===== config.mk =====
export PLATFORM = sky130hd
export DESIGN_NAME = serial_reg_loader_flat
export DESIGN_NICKNAME = d
export VERILOG_FILES = /design/src/rtl/sig_gen_pkg.sv /design/src/rtl/serial_reg_loader_if.sv /design/src/rtl/serial_reg_loader_sync_edge.sv /design/src/rtl/serial_reg_loader.sv /design/src/flat_wrapper.sv
export SDC_FILE = /design/constraint.sdc
export NUM_CORES = 1
export LEC_CHECK = 0
export ABC_CLOCK_PERIOD_IN_PS = 1940
export CAP_MARGIN = 10
export CORE_UTILIZATION = 41
export DETAILED_ROUTE_END_ITERATION = 8
export PLACE_DENSITY = 0.73
export SETUP_SLACK_MARGIN = 0.15
export SLEW_MARGIN = 20
export SYNTH_ARGS = -nofsm -noshare
export SYNTH_HDL_FRONTEND = slang
export SYNTH_SLANG_ARGS = --single-unit
export TNS_END_PERCENT = 30

===== constraint.sdc =====
create_clock -name clk -period 1.94 [get_ports clk]
set_clock_uncertainty 0.05 [all_clocks]
set_input_delay 0.582 -clock clk [delete_from_list [all_inputs] [get_ports clk]]
set_output_delay 0.582 -clock clk [all_outputs]
set_load 0.02 [all_outputs]

===== src/rtl/sig_gen_pkg.sv =====
// Shared types and widths for the audio signal generator command path.
package sig_gen_pkg;

    localparam int unsigned FRAME_BITS = 8;
    localparam int unsigned ADDR_W     = 3;
    localparam int unsigned DATA_W     = 5;
    localparam int unsigned TIMEOUT_W  = 12;
    localparam int unsigned BITCNT_W   = $clog2(FRAME_BITS);

    typedef enum logic [1:0] {
        IDLE  = 2'd0,
        SHIFT = 2'd1,
        HOLD  = 2'd2
    } loaderState_t;

    // One register-write transaction as seen on the generator bus.
    typedef struct packed {
        logic [ADDR_W-1:0] address;
        logic [DATA_W-1:0] data;
    } regWrite_t;

endpackage


===== src/rtl/serial_reg_loader_if.sv =====
// Register-write bus between the serial loader and the signal generator.
interface serial_reg_loader_if;
    import sig_gen_pkg::*;

    logic              write_strobe;
    logic [ADDR_W-1:0] address;
    logic [DATA_W-1:0] data;

    modport master (output write_strobe, output address, output data);
    modport slave  (input  write_strobe, input  address, input  data);

endinterface


===== src/rtl/serial_reg_loader_sync_edge.sv =====
// Multi-flop synchroniser for one asynchronous pin with edge pulses.
module sync_edge #(
    parameter int unsigned SYNC_STAGES = 2
) (
    input  logic clk,
    input  logic rst,
    input  logic asyncIn,
    output logic level,
    output logic rise_c,
    output logic fall_c
);

    logic [SYNC_STAGES-1:0] syncQ;
    logic                   prevQ;

    // Synchroniser chain plus one-cycle-delayed copy for edge detection.
    always_ff @(posedge clk) begin
        if (rst) begin
            syncQ <= '0;
            prevQ <= 1'b0;
        end else begin
            syncQ <= {syncQ[SYNC_STAGES-2:0], asyncIn};
            prevQ <= syncQ[SYNC_STAGES-1];
        end
    end

    assign level  = syncQ[SYNC_STAGES-1];
    assign rise_c =  level & ~prevQ;
    assign fall_c = ~level &  prevQ;

endmodule


===== src/rtl/serial_reg_loader.sv =====
// Serial command front end: frames 8-bit SPI-style words into register writes.
module serial_reg_loader
    import sig_gen_pkg::*;
#(
    parameter int unsigned SYNC_STAGES    = 2,
    parameter int unsigned TIMEOUT_CYCLES = 4095
) (
    input  logic                clk,
    input  logic                rst,
    input  logic                scs_n_i,
    input  logic                sclk_i,
    input  logic                sdata_i,
    serial_reg_loader_if.master wrBus,
    output logic                frame_error,
    output logic                busy
);

    logic scsLvl, scsRise, scsFall;
    logic sclkLvl, sclkRise, sclkFall;
    logic sdataLvl, unusedSdataRise, unusedSdataFall;
    logic unusedSclkLvl, unusedSclkFall;

    sync_edge #(.SYNC_STAGES(SYNC_STAGES)) u_syncScs (
        .clk(clk), .rst(rst), .asyncIn(scs_n_i),
        .level(scsLvl), .rise_c(scsRise), .fall_c(scsFall)
    );

    sync_edge #(.SYNC_STAGES(SYNC_STAGES)) u_syncSclk (
        .clk(clk), .rst(rst), .asyncIn(sclk_i),
        .level(sclkLvl), .rise_c(sclkRise), .fall_c(sclkFall)
    );

    sync_edge #(.SYNC_STAGES(SYNC_STAGES)) u_syncSdata (
        .clk(clk), .rst(rst), .asyncIn(sdata_i),
        .level(sdataLvl), .rise_c(unusedSdataRise), .fall_c(unusedSdataFall)
    );

    assign unusedSclkLvl  = sclkLvl;
    assign unusedSclkFall = sclkFall;

    localparam logic [TIMEOUT_W-1:0] TIMEOUT_LIMIT = TIMEOUT_W'(TIMEOUT_CYCLES);
    localparam logic [BITCNT_W-1:0]  LAST_BIT      = BITCNT_W'(FRAME_BITS - 1);

    loaderState_t              state, stateNext;
    logic [FRAME_BITS-1:0]     shiftQ, shiftNext;
    logic [BITCNT_W-1:0]       bitCntQ, bitCntNext;
    logic [TIMEOUT_W-1:0]      toCntQ, toCntNext;
    logic                      issueQ, issueNext;
    logic                      frameErrNext;

    // State, datapath and pending-write registers.
    always_ff @(posedge clk) begin
        if (rst) begin
            state   <= IDLE;
            shiftQ  <= '0;
            bitCntQ <= '0;
            toCntQ  <= '0;
            issueQ  <= 1'b0;
        end else begin
            state   <= stateNext;
            shiftQ  <= shiftNext;
            bitCntQ <= bitCntNext;
            toCntQ  <= toCntNext;
            issueQ  <= issueNext;
        end
    end

    // Next-state logic: framing, bit counting, timeout and error detection.
    always_comb begin
        stateNext    = state;
        shiftNext    = shiftQ;
        bitCntNext   = bitCntQ;
        toCntNext    = toCntQ;
        issueNext    = 1'b0;
        frameErrNext = frame_error;

        unique case (state)
            IDLE: begin
                if (scsFall) begin
                    stateNext    = SHIFT;
                    frameErrNext = 1'b0;
                    shiftNext    = '0;
                    bitCntNext   = '0;
                    toCntNext    = '0;
                end
            end
            SHIFT: begin
                if (sclkRise) begin
                    shiftNext  = {shiftQ[FRAME_BITS-2:0], sdataLvl};
                    bitCntNext = bitCntQ + BITCNT_W'(1);
                    toCntNext  = '0;
                    if (bitCntQ == LAST_BIT) begin
                        // Completed frame wins over a simultaneous deselect.
                        issueNext = 1'b1;
                        stateNext = scsRise ? IDLE : HOLD;
                    end else if (scsRise) begin
                        frameErrNext = 1'b1;
                        stateNext    = IDLE;
                    end
                end else if (scsRise) begin
                    frameErrNext = 1'b1;
                    stateNext    = IDLE;
                end else if (toCntQ >= TIMEOUT_LIMIT) begin
                    frameErrNext = 1'b1;
                    stateNext    = IDLE;
                end else if (toCntQ != '1) begin
                    toCntNext = toCntQ + TIMEOUT_W'(1);
                end
            end
            HOLD: begin
                if (sclkRise) begin
                    frameErrNext = 1'b1;
                end
                if (scsLvl) begin
                    stateNext = IDLE;
                end
            end
            default: begin
                stateNext = IDLE;
            end
        endcase
    end

    // Registered outputs; address/data only move together with a strobe.
    always_ff @(posedge clk) begin
        if (rst) begin
            wrBus.write_strobe <= 1'b0;
            wrBus.address      <= '0;
            wrBus.data         <= '0;
            frame_error        <= 1'b0;
            busy               <= 1'b0;
        end else begin
            wrBus.write_strobe <= issueQ;
            if (issueQ) begin
                wrBus.address <= shiftQ[FRAME_BITS-1 -: ADDR_W];
                wrBus.data    <= shiftQ[DATA_W-1:0];
            end
            frame_error <= frameErrNext;
            busy        <= (stateNext != IDLE);
        end
    end

endmodule


===== src/flat_wrapper.sv =====
// flat-port wrapper written by rule: the top's interface ports become plain ports
module serial_reg_loader_flat import sig_gen_pkg::*;
#(
    parameter int unsigned SYNC_STAGES    = 2,
    parameter int unsigned TIMEOUT_CYCLES = 4095
)
  (clk, rst, scs_n_i, sclk_i, sdata_i, frame_error, busy, wrBus_write_strobe, wrBus_address, wrBus_data);
  serial_reg_loader_if wrBus_i ();
  input  logic clk;
  input  logic rst;
  input  logic scs_n_i;
  input  logic sclk_i;
  input  logic sdata_i;
  output logic frame_error;
  output logic busy;
  output wire logic [$bits(wrBus_i.write_strobe)-1:0] wrBus_write_strobe;
  output wire logic [$bits(wrBus_i.address)-1:0] wrBus_address;
  output wire logic [$bits(wrBus_i.data)-1:0] wrBus_data;
  assign wrBus_write_strobe = wrBus_i.write_strobe;
  assign wrBus_address = wrBus_i.address;
  assign wrBus_data = wrBus_i.data;
  serial_reg_loader #(.SYNC_STAGES(SYNC_STAGES), .TIMEOUT_CYCLES(TIMEOUT_CYCLES)) u_core (.clk(clk), .rst(rst), .scs_n_i(scs_n_i), .sclk_i(sclk_i), .sdata_i(sdata_i), .wrBus(wrBus_i), .frame_error(frame_error), .busy(busy));
endmodule

==> flow_metrics.env <==
export IMPL_hold_end="u_core.u_syncScs.syncQ[1]"
export IMPL_fin_crit_ns=1.901
export IMPL_seq_area_frac_synth=0.4746
export IMPL_final_area_mm2=0.002555
export IMPL_ys_types=38
export IMPL_regArea_um2=905.9
export IMPL_htreeDepth=2
export IMPL_yosys_warnings=0
export IMPL_dr_pass1_iters=4
export IMPL_ctsHoldBuffers=0
export IMPL_fp_dieH_um=70.04
export IMPL_fillers=375
export IMPL_p_leak_uw=0.001141
export IMPL_placed_area_mm2=0.002243
export IMPL_wl_met1_um=1790
export IMPL_total_power_uw=1664
export IMPL_multi_input_area_mm2=0.001056
export IMPL_postSynthNetCount=203
export IMPL_r2r_cells=10
export IMPL_fin_util=0.5788
export IMPL_die_area_mm2=0.004906
export IMPL_hold_depth=1
export IMPL_fp_dieW_um=70.04
export IMPL_final_common_cell="dfxtp_1"
export IMPL_areaGrowthSynthToFinish_pct=34.61
export IMPL_min_from="u_core.u_syncScs.syncQ[0]"
export IMPL_clock_fmax_ghz=0.5262
export IMPL_finalMaxSlewViolations=0
export IMPL_rr_endpoint="u_core.toCntQ[10]"
export IMPL_synth_top_cell_by_area="dfxtp_1"
export IMPL_drive_above_1_share=0.2888
export IMPL_timing_rr_start="u_core.state[0]"
export IMPL_end_kind="flop"
export IMPL_track_usage=0.1642
export IMPL_syn_avg_cell_area_um2=9.938
export IMPL_slew_headroom=0.6635
export IMPL_wl_per_cell_um=13.60
export IMPL_grt_ovfl_total=0
export IMPL_layout_common_cells="dfxtp_1, buf_4, nor2_1"
export IMPL_worstPathRequired_ns=2.14
export IMPL_hpwlAfterDp_um=2546
export IMPL_gp_congestion=0.8181
export IMPL_clock_sinks=45
export IMPL_layout_nets=243
export IMPL_fin_tns_setup_ns=0
export IMPL_root_buffer="clkbuf_8"
export IMPL_p_per_area_mw_per_mm2=651.3
export IMPL_cp_max_fo=6
export IMPL_hp_class="flop to flop"
export IMPL_drc=0
export IMPL_cts_buffers=5
export IMPL_vdd_drop_max_v=0.0005364
export IMPL_crit_path_start="u_core.state[0]"
export IMPL_synth_area_mm2=0.001898
export IMPL_hold_violations=0
export IMPL_worst_pin_slew_ns=0.5040
export IMPL_grt_pass1_vias=1439
export IMPL_critPathArrivalTime_ns=2.10
export IMPL_path_class="flop to flop"
export IMPL_start_util=0.4300
export IMPL_status="completed"
export IMPL_portBuffers=15
export IMPL_antenna_found_initial=0
export IMPL_cts_tree="yes"
export IMPL_setup_viol=0
export IMPL_pin_count=16
export IMPL_timing_hold_ws_ns=0.3923
export IMPL_wl_met2_um=1873
export IMPL_grt_pass1_wl_um=6389
export IMPL_grt_max_degree=16
export IMPL_synth_top_area_frac=0.4746
export IMPL_top_layer="met4"
export IMPL_synth_ff_type="dfxtp_1"
export IMPL_drt_iter0_drc=54
export IMPL_start_kind="flop"
export IMPL_rrSetupSlack_ns=0.04
export IMPL_synth_edff_count=0
export IMPL_vias=1476
export IMPL_rows=24
export IMPL_path_clk_slew_ns=0.08
export IMPL_rsz0062_at_grt="yes"
export IMPL_wirelength_um=3861
export IMPL_core_mm2=0.004414
export IMPL_clock_latency_ns=0.30
export IMPL_final_period_utilization=0.9797
export IMPL_cts_max_path_buffers=2
export IMPL_ant_nets=0
export IMPL_synthCells=191
export IMPL_wl_met3_um=145
export IMPL_synth_area_leaders="dfxtp_1, mux2i_1, nor2_1"
export IMPL_async_flop_share=0
export IMPL_ys_seq_elements=45
export IMPL_maxCapViolCount=0
export IMPL_viasPerCell=5.197
export IMPL_antenna_cells=0
how the worst max path moves through the flow:
stage | end | slack [ns] | depth (start not counted)
2_1_floorplan | u_core.toCntQ[5] | 0.14 | 9
3_3_place_gp | u_core.bitCntQ[2] | -0.15 | 8
3_5_place_dp | u_core.toCntQ[1] | -0.29 | 7
4_1_cts | wrBus_data[4] | 0.04 | 1
5_1_grt | u_core.toCntQ[3] | -0.02 | 10
6_report | u_core.toCntQ[10] | 0.04 | 10
worst max-delay path, cell delays in order, from the launching register on:
cell,delay [ns]
dfxtp_4,0.38
inv_4,0.05
ha_4,0.16
buf_6,0.11
and3b_2,0.20
a2bb2oi_2,0.13
buf_4,0.15
buf_6,0.12
buf_6,0.11
or2_4,0.30
nor2_2,0.09
synthesized netlist by cell type, drive strengths merged, types with 2 or more instances:
library cell / number
nand2b: 6
nand3b: 2
nor2: 27
mux2i: 10
and3b: 3
a2bb2oi: 2
o21ai: 2
nand4: 3
nor3: 7
clkbuf: 6
nand3: 6
nand2: 4
xnor2: 11
ha: 7
a22o: 10
buf: 2
dfxtp: 45
a21oi: 2
nor4: 6
nor2b: 10
inv: 6
power breakdown:
part / internal (uW) / leakage [uW] / switching, uW / total, uW
registers: 931 / 0.000365 / 5.21 / 936
logic: 51.2 / 0.000724 / 48.7 / 99.9
clock network: 296 / 0.0000518 / 332 / 628
sequential cells by signal (all words and copies together), names as in the netlist, 2 cells and up:
| signal | count |
|---|---|
| u_core.bitCntQ | 3 |
| u_core.shiftQ | 8 |
| u_core.state | 2 |
| u_core.toCntQ | 12 |
| u_core.u_syncSclk.syncQ | 2 |
| u_core.u_syncScs.syncQ | 2 |
| u_core.u_syncSdata.syncQ | 2 |
| u_core.wrBus.address | 3 |
| u_core.wrBus.data | 5 |
per-stage QoR:
step | std cells | worst slack, ns
after floorplan | 191 | 0.1356
after global placement | 270 | -0.1457
after detailed placement | 270 | -0.2911
after CTS | 283 | 0.04190
after global routing | 284 | -0.01974
final | 284 | 0.03943
logic make-up (layout without fill, tap and decap cells):
logic type	after synthesis	in the layout	synth area share
buf+inv	14	54	0.02900
compound gates	22	22	0.09559
simple gates	81	82	0.2452
xor+xnor	11	11	0.05076
flops	45	45	0.4746
fa+ha+maj	7	7	0.04614
mux	11	11	0.05867
per-layer routing:
layer | GRT usage | up-vias
met5 | 0 | -
met4 | 0.05778 | 0
met3 | 0.05339 | 6
met2 | 0.2810 | 22
met1 | 0.1915 | 695
li1 | - | 753
layout make-up:
cell class,instances,share of cell area
Tap cell,52,0.02547
Multi-Input combinational cell,133,0.4133
Clock buffer,6,0.03232
Clock inverter,2,0.006856
Inverter,6,0.009794
Timing Repair Buffer,40,0.1577
Sequential cell,45,0.3546
timing repair:
action | CTS | global route
cloned | 1 | 1
setup endpoints to repair | 37 | 36
resized for setup | 15 | 35
pin swaps | 3 | 24
buffers inserted | 4 | 0
No activity file was read; power rests on OpenSTA's default activity.
